## src/rtl/bus_pkg.sv

```systemverilog
// Shared definitions for the CPU datapath bus: source index map and sizing helpers.
package bus_pkg;

    localparam int R0     = 0;
    localparam int R1     = 1;
    localparam int R2     = 2;
    localparam int R3     = 3;
    localparam int R4     = 4;
    localparam int R5     = 5;
    localparam int R6     = 6;
    localparam int R7     = 7;
    localparam int R8     = 8;
    localparam int R9     = 9;
    localparam int R10    = 10;
    localparam int R11    = 11;
    localparam int R12    = 12;
    localparam int R13    = 13;
    localparam int R14    = 14;
    localparam int R15    = 15;
    localparam int HI     = 16;
    localparam int LO     = 17;
    localparam int ZHI    = 18;
    localparam int ZLO    = 19;
    localparam int PC     = 20;
    localparam int MDR    = 21;
    localparam int INPORT = 22;
    localparam int CSIGN  = 23;

    localparam int N_SRC_DEFAULT = 24;

    function automatic int sel_w(input int n);
        return $clog2(n);
    endfunction

endpackage

```

## src/rtl/prio_enc_n.sv

```systemverilog
// Combinational priority encoder: lowest set bit wins, plus any-set and multi-set flags.
module prio_enc_n
    import bus_pkg::*;
#(
    parameter int N = N_SRC_DEFAULT
) (
    input  logic [N-1:0]          req,
    output logic [sel_w(N)-1:0]   idx,
    output logic                  any,
    output logic                  multi
);

    localparam int SELW = sel_w(N);

    // NOTE: every output gets a default before the loop so no path leaves it
    // unassigned (no latch); blocking '=' lets later iterations see earlier ones.
    always_comb begin
        idx   = '0;
        any   = 1'b0;
        multi = 1'b0;
        for (int i = 0; i < N; i++) begin
            if (req[i]) begin
                if (any) begin
                    multi = 1'b1;
                end else begin
                    idx = SELW'(i);
                    any = 1'b1;
                end
            end
        end
    end

endmodule

```

## src/rtl/bus_arb_n.sv

```systemverilog
// Registered N-source datapath bus with priority select, idle hold/zero,
// sticky multi-driver flag, saturating conflict counter and last-source index.
module bus_arb_n
    import bus_pkg::*;
#(
    parameter int WIDTH = 32,
    parameter int N     = N_SRC_DEFAULT,
    parameter int HOLD  = 1,
    parameter int CNTW  = 8
) (
    input  logic                 clk,
    input  logic                 clear,
    input  logic [N*WIDTH-1:0]   src_data,
    input  logic [N-1:0]         src_out,
    input  logic                 conflict_clr,
    output logic [WIDTH-1:0]     bus_data,
    output logic [sel_w(N)-1:0]  bus_sel,
    output logic                 bus_valid,
    output logic                 conflict,
    output logic [CNTW-1:0]      conflict_cnt
);

    localparam int SELW = sel_w(N);

    logic [WIDTH-1:0] src_arr [N];
    logic [SELW-1:0]  win_idx;
    logic             win_any;
    logic             win_multi;
    logic [WIDTH-1:0] win_data;

    for (genvar g = 0; g < N; g++) begin : g_unpack
        assign src_arr[g] = src_data[g*WIDTH +: WIDTH];
    end

    prio_enc_n #(.N(N)) u_enc (
        .req   (src_out),
        .idx   (win_idx),
        .any   (win_any),
        .multi (win_multi)
    );

    assign win_data = src_arr[win_idx];

    // NOTE: state registers use non-blocking '<=' so every register samples
    // pre-edge values regardless of statement order.
    always_ff @(posedge clk) begin
        if (clear) begin
            bus_data     <= '0;
            bus_sel      <= '0;
            bus_valid    <= 1'b0;
            conflict     <= 1'b0;
            conflict_cnt <= '0;
        end else begin
            if (win_any) begin
                bus_data  <= win_data;
                bus_sel   <= win_idx;
                bus_valid <= 1'b1;
            end else begin
                bus_valid <= 1'b0;
                if (HOLD == 0) begin
                    bus_data <= '0;
                end
            end

            // A clear request beats a conflict on the same edge; that conflict is dropped.
            if (conflict_clr) begin
                conflict     <= 1'b0;
                conflict_cnt <= '0;
            end else if (win_multi) begin
                conflict <= 1'b1;
                if (conflict_cnt != '1) begin
                    conflict_cnt <= conflict_cnt + CNTW'(1);
                end
            end
        end
    end

endmodule

```

## config.mk

```make
export PLATFORM = sky130hd
export DESIGN_NAME = bus_arb_n
export DESIGN_NICKNAME = d
export VERILOG_FILES = /design/src/rtl/bus_pkg.sv /design/src/rtl/prio_enc_n.sv /design/src/rtl/bus_arb_n.sv
export SDC_FILE = /design/constraint.sdc
export NUM_CORES = 1
export LEC_CHECK = 0
export BUFFER_PORTS_ARGS = -buffer_cell sky130_fd_sc_hd__buf_2
export CORE_AREA = 2 2 326 328
export DETAILED_ROUTE_END_ITERATION = 10
export DIE_AREA = 0 0 328 330
export SYNTH_ARGS = -nofsm -noshare
export SYNTH_HDL_FRONTEND = slang
export SYNTH_HIERARCHICAL = 1
export SYNTH_SLANG_ARGS = --single-unit
```

## constraint.sdc

```tcl
create_clock -name clk -period 4 [get_ports clk]
set_input_delay 0.6 -clock clk [delete_from_list [all_inputs] [get_ports clk]]
set_output_delay 0.6 -clock clk [all_outputs]
set_load 0.03 [all_outputs]
```

# Word level (Yosys, flattened, before mapping)
# Cells that the tools add are included.
# op_classes
add_sub_neg	1
multipliers	0
div_mod_pow	0
order_cmp	1
n_eq_ne	1
shifts	0
muxes	120
bitwise	1
reduce_logical	2
# op_table
op	count
$mux W5	45
$bmux W32 S5	1
$mux W1	72
$mux W32	2
$add A8 B1 Y8 const B	1
$ne A8 B8 Y1 const B	1
$ge A6 B6 Y1 const B	1
$not A5 Y6	1
$reduce_and A2 Y1	1
$reduce_or A2 Y1	1
# totals
ff_bits	47
latchBits	0
ramBits	0
mem_bits_ro	0
input_bits	795
out_inout_bits	47
elab_cells	131
memories	0

# Logic depth before layout (Yosys ltp)
# Gate-level depths: netlist of run 1.
# logic_depth
word_depth	51
mapped_depth	14
depth_no_buf	9

# By module
# The synthesis of run 1 kept the hierarchy.
# modules_own_cells
mod	instances	cells_per_inst	area_each_um2	seq_area_each_um2
bus_arb_n	1	770	7850.0	940.9
prio_enc_n	1	102	646.9	0.0

# Worst setup path after synthesis of run 1
# OpenSTA, ideal clock, no wires.
# synth_path
path_type	input-to-reg
start	input port src_out[1]
end	register bus_data[24]
setup_time_ns	0.135
arrival_ns	3.290
required_time_ns	3.865
slack_ns	0.575
stages	11
path_buffers	2
cell_sequence	nor4_4 -> nand4_4 -> nor4_2 -> nand4_1 -> a31oi_1 -> buf_2 -> clkbuf_1 -> mux4_2 -> mux2_2 -> nand2_1 -> a211oi_1
# synth_between
elab_chain_len	49
word_cells_on_any_way	72
classes_between	71 x mux; 1 x bitwise
# synth_lines
item	line_no	text
start: declaration	bus_arb_n.sv:14	input logic [N-1:0] src_out,
$mux W1 *	prio_enc_n.sv:22	if (req[i]) begin
$mux W5	prio_enc_n.sv:23	if (any) begin
$mux W5	prio_enc_n.sv:22	
$mux W5	prio_enc_n.sv:23	
$mux W5	prio_enc_n.sv:22	
$mux W5	prio_enc_n.sv:23	
$mux W5	prio_enc_n.sv:22	
$mux W5	prio_enc_n.sv:23	
[33 not listed]	n/a	
$mux W5	prio_enc_n.sv:23	
$mux W5	prio_enc_n.sv:22	
$mux W5	prio_enc_n.sv:23	
$mux W5 *	prio_enc_n.sv:22	
named net win_idx[1]	bus_arb_n.sv:26	logic [SELW-1:0] win_idx;
$not A5 Y6 (not written as such) *	bus_arb_n.sv:42	assign win_data = src_arr[win_idx];
$bmux W32 S5 *	bus_arb_n.sv:42	
$mux W32 (not written as such) * (2 in a row)	bus_arb_n.sv:42	
end signal: assignment	bus_arb_n.sv:55	bus_data <= win_data;
end: declaration	bus_arb_n.sv:16	output logic [WIDTH-1:0] bus_data,
# Mark *: on every way through the listed nets, which the timed path passes. The rest lies on a longest branch. The select of a mux whose other input is x is not followed.
# A chain may end at the register's enable or synchronous reset.

# Worst setup path after layout of run 1
# layout_path
start	input port src_out[7]
end	register bus_data[28]
# layout_between
elab_chain_len	37
word_cells_on_any_way	54
classes_between	53 x mux; 1 x bitwise
# layout_lines
item	line_no
$mux W5 / $mux W1 (equally long branches)	prio_enc_n.sv:22
$mux W5	prio_enc_n.sv:23
$mux W5	prio_enc_n.sv:22
$mux W5	prio_enc_n.sv:23
$mux W5	prio_enc_n.sv:22
$mux W5	prio_enc_n.sv:23
$mux W5	prio_enc_n.sv:22
$mux W5	prio_enc_n.sv:23
[21 not listed]	n/a
$mux W5	prio_enc_n.sv:23
$mux W5	prio_enc_n.sv:22
$mux W5	prio_enc_n.sv:23
$mux W5 *	prio_enc_n.sv:22
named net win_idx[0]	bus_arb_n.sv:26
$not A5 Y6 (not written as such) *	bus_arb_n.sv:42
$bmux W32 S5 *	bus_arb_n.sv:42
$mux W32 (not written as such) * (2 in a row)	bus_arb_n.sv:42
# Marked as above.

==> results.py, run 1 <==
metrics = {
    "outcome": {
        "status": "complete, no violations",
    },
    "synthesis": {
        "synthAdderAreaFrac_pct": 0.2651,
        "yosysUniqueCellTypes": 55,
        "async_flop_share_pct": 0,
        "synth_compound_area_share_pct": 18.54,
        "netlist_top_cells_area": "mux4_2, mux2i_1, dfxtp_1, a22oi_1, nor2_1",
        "synthMuxAreaShare_pct": 51.83,
        "avgSynthCellArea_sq_um": 9.744,
        "synth-seq-cells": 47,
        "synth_nets": 1668,
        "synthCells": 872,
        "synth_top_area_share_pct": 29.16,
        "yosysWarningCount": 6,
        "seq_area_frac_synth_pct": 11.07,
        "yosys.area_share.simple_pct": 11.99,
        "synth_flop_cell": "dfxtp_1",
        "synth_xor_area_share_pct": 0.5154,
        "synth_top_cell_by_area": "mux4_2",
        "synth_edf_count": 0,
        "synth_top_family_by_area": "multiplexers",
        "synthesis.area_sq_um": 8497,
    },
    "detailed_routing": {
        "viasPerCell": 3.957,
        "wl_per_cell_microns": 27.80,
        "vias": 12670,
        "drt-met1-wl_mm": 36.53,
        "drtIter0Drc": 971,
        "wl_mm": 89.02,
        "met2_length_mm": 38.75,
        "met3WireLength_mm": 10.75,
        "top_layer_used": "met5",
        "drtAntennaViolNets": 0,
        "drt-pass1-iter-count": 5,
        "drc": 0,
    },
    "timing": {
        "hold_slack_ns": 0.4773,
        "slew_violations": 0,
        "finalClockSkew_ns": 0.002588,
        "rsz0062_at_grt": "no",
        "min_period_ns": 3.941,
        "fmax_mhz": 253.8,
        "relSlewSlack_pct": 41.64,
        "finalHoldViolCount": 0,
        "setup_viol": 0,
        "fin_setup_tns_ns": 0,
        "fin_crit_sh_pct": 98.52,
        "worst_pin_slew_ns": 0.8736,
    },
    "pwr": {
        "peakVddDrop_mv": 0.1389,
        "leakage_uw": 0.006602,
        "p_per_area_nw_per_um2": 163.4,
    },
    "setup_path": {
        "worstSetupEndpointType": "flop",
        "worstPathMaxFanout": 19,
        "crit_required_ns": 4.16,
        "arrival_ns": 4.10,
        "start_kind": "input pin",
        "path_class": "in -> reg",
    },
    "global_route": {
        "antenna_found_initial": 131,
        "grt_pass1_vias": 12412,
        "grt_max_degree": 34,
        "grt_pass1_wl_mm": 112.5,
        "grt_overflow_total": 0,
        "grt_usage_pct": 15.50,
    },
    "clock_network": {
        "clk_pin_slew_ns": 0.07,
        "clockRootBuffer": "clkbuf_16",
        "cts_made_buffers": 5,
        "clock_latency_ns": 0.32,
        "htreeDepth": 2,
        "clk_path_buf_depth": 2,
        "clkSinkCount": 47,
        "tritoncts": "yes",
        "hold_buffers": 0,
    },
    "placed_design": {
        "port_buffers": 841,
        "gp_congestion": 0.9648,
        "dpl.hpwl_mm": 80.56,
    },
    "die": {
        "die_w_microns": 328,
        "initial_core_util_pct": 8.118,
        "die_h_microns": 330,
        "core-area_sq_um": 104700,
        "die-area_sq_um": 108200,
        "pin_count": 842,
        "row_count": 119,
    },
    "cells_and_area": {
        "area.growth.synth_to_final_pct": 84.27,
        "fillers": 11950,
        "layout_commonest_cell": "buf_2",
        "final_nets": 2564,
        "mostFrequentLayoutCells": "buf_2, mux2i_1, buf_4",
        "drive_gt1_share_pct": 64.65,
    },
    "run": {
        "maxCapViolCount": 0,
    },
    "min_path": {
        "hold_class": "reg -> reg",
    },
}
==> report_power, final <==
part	switching, uW	internal (uW)
logic	760	774
clock network	243	250
registers	28.5	503
total	1030	1530
==> kinds of logic (layout without fill, tap and decap cells) <==
group,count (synthesis),in the layout
adders and majority gates,2,2
xor gates and xnor gates,5,5
and+or+nand+nor,205,205
DFF,47,47
other,0,43
muxes,300,300
buffers and inverters,98,994
AOI/OAI and AO/OA,215,215
==> final timing paths <==
check | endpoint | depth (start not counted) | start | slack [ns]
worst min register to register | conflict | 2 | conflict | 0.48
worst max-delay path | bus_data[28] | 12 | src_out[7] | 0.06
worst max register to register | conflict_cnt[7] | 5 | conflict_cnt[0] | 2.47
worst min-delay path | conflict | 2 | conflict | 0.48
==> synthesized netlist by cell type, types with 4 or more instances <==
cell / number
a211oi_1: 22
a21oi_1: 29
a221o_1: 20
a22o_1: 9
a22oi_1: 65
a311oi_1: 9
a31oi_1: 34
and2_1: 4
and3_1: 7
buf_1: 5
buf_2: 30
buf_4: 11
buf_6: 6
clkbuf_1: 39
dfxtp_1: 47
inv_1: 7
mux2_2: 20
mux2i_1: 170
mux4_2: 110
nand2_1: 56
nand3_1: 20
nor2_1: 69
nor2b_1: 10
nor3_1: 8
nor4_1: 5
o211ai_1: 4
o21ai_0: 5
or2_2: 5
or3_1: 4
xor2_1: 5
==> per-layer routing <==
metal	GRT usage [%]	vias up
met5	0.3478	-
met4	3.570	112
met3	7.621	235
met2	23.94	834
met1	19.23	6070
li1	-	5419
==> metrics by stage <==
stage          util, %  total power, uW  std cells  area [sq um]  setup WS, ns
5_1_grt          14.91             2715       3180         15600       0.01807
6_report         14.96             2558       3202         15660       0.05940
3_3_place_gp     14.71             2079       3152         15400       -0.2441
2_1_floorplan        -             1191        872          8497        0.5754
3_5_place_dp     14.71             2086       3152         15400       -0.2249
4_1_cts          14.85             2617       3159         15540        0.1508
==> flip-flops by register name, indices dropped and copies added, names as in the netlist <==
signal / cells
bus_data: 32
bus_sel: 5
bus_valid: 1
conflict: 1
conflict_cnt: 8
==> what timing repair did <==
item / 4_1_cts / 5_1_grt
setup endpoints to repair: 0 / 1
setup buffers: 0 / 0
endpoints found under the hold margin: 0 / 0
resized for setup: 0 / 1
==> layout make-up <==
type / instances / area, sq um / area share (%)
clock buffer: 6 / 138.9 / 0.8870
antenna: 43 / 107.6 / 0.6872
timing repair buffer: 980 / 5528 / 35.30
multi-input combinational: 727 / 7167 / 45.77
tap: 1391 / 1740 / 11.12
inverter: 7 / 26.28 / 0.1678
clock inverter: 1 / 8.758 / 0.05594
sequential: 47 / 940.9 / 6.009
==> worst max-delay path, stage by stage <==
cell	delay (ns)
buf_2	0.12
nor4_4	0.37
buf_4	0.21
nand3_2	0.08
nor3_1	0.18
a21oi_1	0.09
o32ai_4	0.27
nor2b_4	0.82
buf_4	0.36
a22oi_1	0.13
a31oi_1	0.67
a211oi_1	0.17
Power figures use the tool's default switching activity.
==> run 2, diff against run 1 <==
- ABC_AREA: unset -> 1
- CORE_AREA: 2 2 326 328 -> 2 2 324 326
- DIE_AREA: 0 0 328 330 -> 0 0 326 328
==> run 2 against run 1 <==
Compared with the run above: worst hold slack gained 0.016 ns; synthesized cell count grew to 3.0 times the previous value; global-route usage grew 2.7 points; count of clock-buffer cells in the layout shrank 1; power grew 30%; sequential cell count is the same; sequential share of layout area shrank 0.83 points; first-iteration DRC count grew 26%; combinational power grew 44%; worst setup slack gained 0.41 ns; die area shrank 1.2%; critical path type unchanged; critical endpoint is now bus_data[31]; register-to-register slack lost 0.15 ns; largest power group unchanged.
==> results.py, run 2 <==
metrics = {
    "setup_path": {
        "r2r_slack_ns": 2.32,
        "cp_cell_sequence": "buf_2 > nor2_2 > nand2_2 > nor2_8 > nand2_1 > nor2_1 > nand2_1 > o21ai_0 > nand2_1 > nand2_1 > nand2_4 > inv_8 > buf_12 > buf_4 > buf_4 > nand3_1 > nand3_1 > nand3_1 > nand2_1 > inv_1 > a21oi_1",
        "path_class": "in -> reg",
        "start_kind": "input pin",
        "critPathSlowestCell": "buf_12",
        "worstSetupEndpointType": "flop",
        "crit_required_ns": 4.28,
        "path_common_cell": "nand2_1",
        "arrival_ns": 3.80,
        "slowest_delay_ns": 0.23,
        "worstPathMaxFanout": 39,
    },
    "timing": {
        "fmax_mhz": 283.5,
        "fin_setup_tns_ns": 0,
        "worst_pin_slew_ns": 0.9413,
        "setup_viol": 0,
        "relSlewSlack_pct": 37.25,
        "fin_crit_sh_pct": 88.17,
        "slew_violations": 0,
        "finalClockSkew_ns": 0.002773,
        "min_period_ns": 3.527,
        "finalHoldViolCount": 0,
        "rsz0062_at_grt": "no",
    },
    "clock_network": {
        "cts_resized": 0,
        "cts_setup_buffers": 0,
        "clock_latency_ns": 0.33,
        "htreeDepth": 2,
        "hold_buffers": 0,
        "clkSinkCount": 47,
        "tritoncts": "yes",
        "clockRootBuffer": "clkbuf_16",
        "clk_path_buf_depth": 2,
        "clk_pin_slew_ns": 0.09,
        "cts_made_buffers": 5,
    },
    "global_route": {
        "grt_use_met3_pct": 3.448,
        "use_met1_pct": 23.13,
        "antenna_found_initial": 60,
        "grt_busiest_layer": "met2",
        "globalRouteMet2Util_pct": 31.47,
        "grt_overflow_total": 0,
        "grt_pass1_vias": 18181,
        "grt_usage_pct": 18.18,
        "grt_max_degree": 105,
        "grt_pass1_wl_mm": 136.6,
    },
    "cells_and_area": {
        "reg_top3": "bus_data x32, conflict_cnt x8, bus_sel x5",
        "fin_cells": 4776,
        "regArea_sq_um": 940.9,
        "largest_reg_flops": 32,
        "layout_commonest_cell": "nand2_1",
        "multi_input_area_sq_um": 8265,
        "mostFrequentLayoutCells": "nand2_1, buf_2, nand3_1",
        "area.growth.synth_to_final_pct": 50.61,
        "fillers": 12367,
        "regMostFlops": "bus_data",
        "final_nets": 4175,
        "drive_gt1_share_pct": 29.02,
    },
    "pwr": {
        "peakVddDrop_mv": 0.1538,
        "switching_share_pct": 51.65,
        "leakage_uw": 0.01126,
        "pwr-share-clk_pct": 17.4,
        "power_frac_seq_pct": 16.3,
        "comb_power_share_pct": 66.2,
        "p_int_uw": 1610,
        "p_per_area_nw_per_um2": 183.4,
        "p_sw_uw": 1720,
    },
    "die": {
        "die-area_sq_um": 106900,
        "core-area_sq_um": 103200,
        "pin_count": 842,
        "initial_core_util_pct": 11.68,
        "die_h_microns": 328,
        "row_count": 118,
        "die_w_microns": 326,
    },
    "detailed_routing": {
        "wl_mm": 102.0,
        "drtAntennaViolNets": 0,
        "vias": 19080,
        "drtIter0Drc": 1220,
        "wl_per_cell_microns": 21.36,
        "viasPerCell": 3.995,
        "drc": 0,
        "drt-pass1-iter-count": 7,
    },
    "synthesis": {
        "yosysWarningCount": 6,
        "avgSynthCellArea_sq_um": 4.577,
        "synth_flop_cell": "dfxtp_1",
        "synth_top_area_share_pct": 33.54,
        "synth_nets": 3429,
        "synth_edf_count": 0,
        "synthesis.area_sq_um": 12050,
        "synth-seq-cells": 47,
        "synthCells": 2633,
        "async_flop_share_pct": 0,
        "yosysUniqueCellTypes": 35,
        "ys_top_cells_by_count": "nand2_1, nand3_1, inv_1",
        "synth_top_cell_by_area": "nand2_1",
        "synthMostInstantiatedCell": "nand2_1",
        "seq_area_frac_synth_pct": 7.807,
        "netlist_top_cells_area": "nand2_1, nand3_1, inv_1, dfxtp_1, buf_2",
    },
    "run": {
        "maxCapViolCount": 0,
    },
    "outcome": {
        "status": "complete, no violations",
    },
    "placed_design": {
        "port_buffers": 841,
        "dpl.hpwl_mm": 87.14,
        "dpl.cell_count": 4752,
        "gp_congestion": 0.9438,
    },
    "min_path": {
        "hold_class": "reg -> reg",
    },
}
==> run 2: cell count changes after synthesis, sizes merged, moves of 20 or more <==
cell	previous run	this run
a21oi	29	57
buf	52	136
a22oi	65	0
nand2	56	1080
nand3	21	568
mux2i	170	0
o21ai	5	44
a31oi	34	0
mux2	20	0
inv	7	515
a221o	20	0
mux4	110	0
or2	5	40
a211oi	22	1
==> run 2: final timing paths <==
kind / from / endpoint / cells past startpoint
worst min register to register: bus_sel[4] / bus_sel[4] / 2
worst max register to register: conflict_cnt[0] / conflict_cnt[4] / 9
worst min-delay path: bus_sel[4] / bus_sel[4] / 2
worst max-delay path: src_out[4] / bus_data[31] / 21
==> run 2: metal layers <==
layer	share of wire (%)	wire length [microns]	vias up
met3	6.9	6997	152
met4	2.9	3008	22
li1	-	-	9449
met1	43	43780	8551
met5	0.15	149	-
met2	47	48100	906
==> run 2: kinds of logic (layout without fill, tap and decap cells) <==
| kind of cell | after synthesis | in the layout | synth area share (%) |
|---|---|---|---|
| AND/OR/NAND/NOR | 1789 | 1789 | 63.41 |
| XOR/XNOR | 2 | 2 | 0.1454 |
| other | 0 | 16 | 0 |
| AO/OA/AOI/OAI | 106 | 106 | 4.506 |
| buffers and inverters | 688 | 1435 | 24.02 |
| adder cells (fa/ha/maj) | 1 | 1 | 0.1038 |
| flip-flops | 47 | 47 | 7.807 |
==> run 2: metrics by stage <==
step	power, uW	hold slack [ns]	cell area [sq um]	util (%)	setup slack, ns
6_report	3329	0.4938	18150	17.59	0.4733
4_1_cts	3426	0.4938	18110	17.55	0.4143
5_1_grt	3626	0.5164	18140	17.58	0.2376
2_1_floorplan	1685	0.5984	12050	-	1.395
3_3_place_gp	2806	0.4614	17940	17.38	0.009809
3_5_place_dp	2806	0.4690	17940	17.38	0.02948
==> run 2: worst max-delay path: cells and delay by family <==
family,cells,cell delay [ns]
AOI/OAI and AO/OA,2,0.26
buffers and inverters,6,1.02
and+or+nand+nor,13,1.81
==> run 2: layout make-up <==
| cell class | count | area share [%] |
|---|---|---|
| Multi-Input combinational cell | 1898 | 45.54 |
| Antenna cell | 16 | 0.2206 |
| Inverter | 516 | 10.79 |
| Clock inverter | 3 | 0.2550 |
| Sequential cell | 47 | 5.184 |
| Tap cell | 1380 | 9.513 |
| Clock buffer | 5 | 0.6893 |
| Timing Repair Buffer | 911 | 27.81 |
==> run 2: power by group through the flow <==
stage	registers [uW]	logic, uW	clock network (uW)
after floorplan	607	1080	0
after global placement	558	2250	0
after detailed placement	557	2250	0
after CTS	547	2260	622
after global routing	550	2450	623
final	544	2200	581
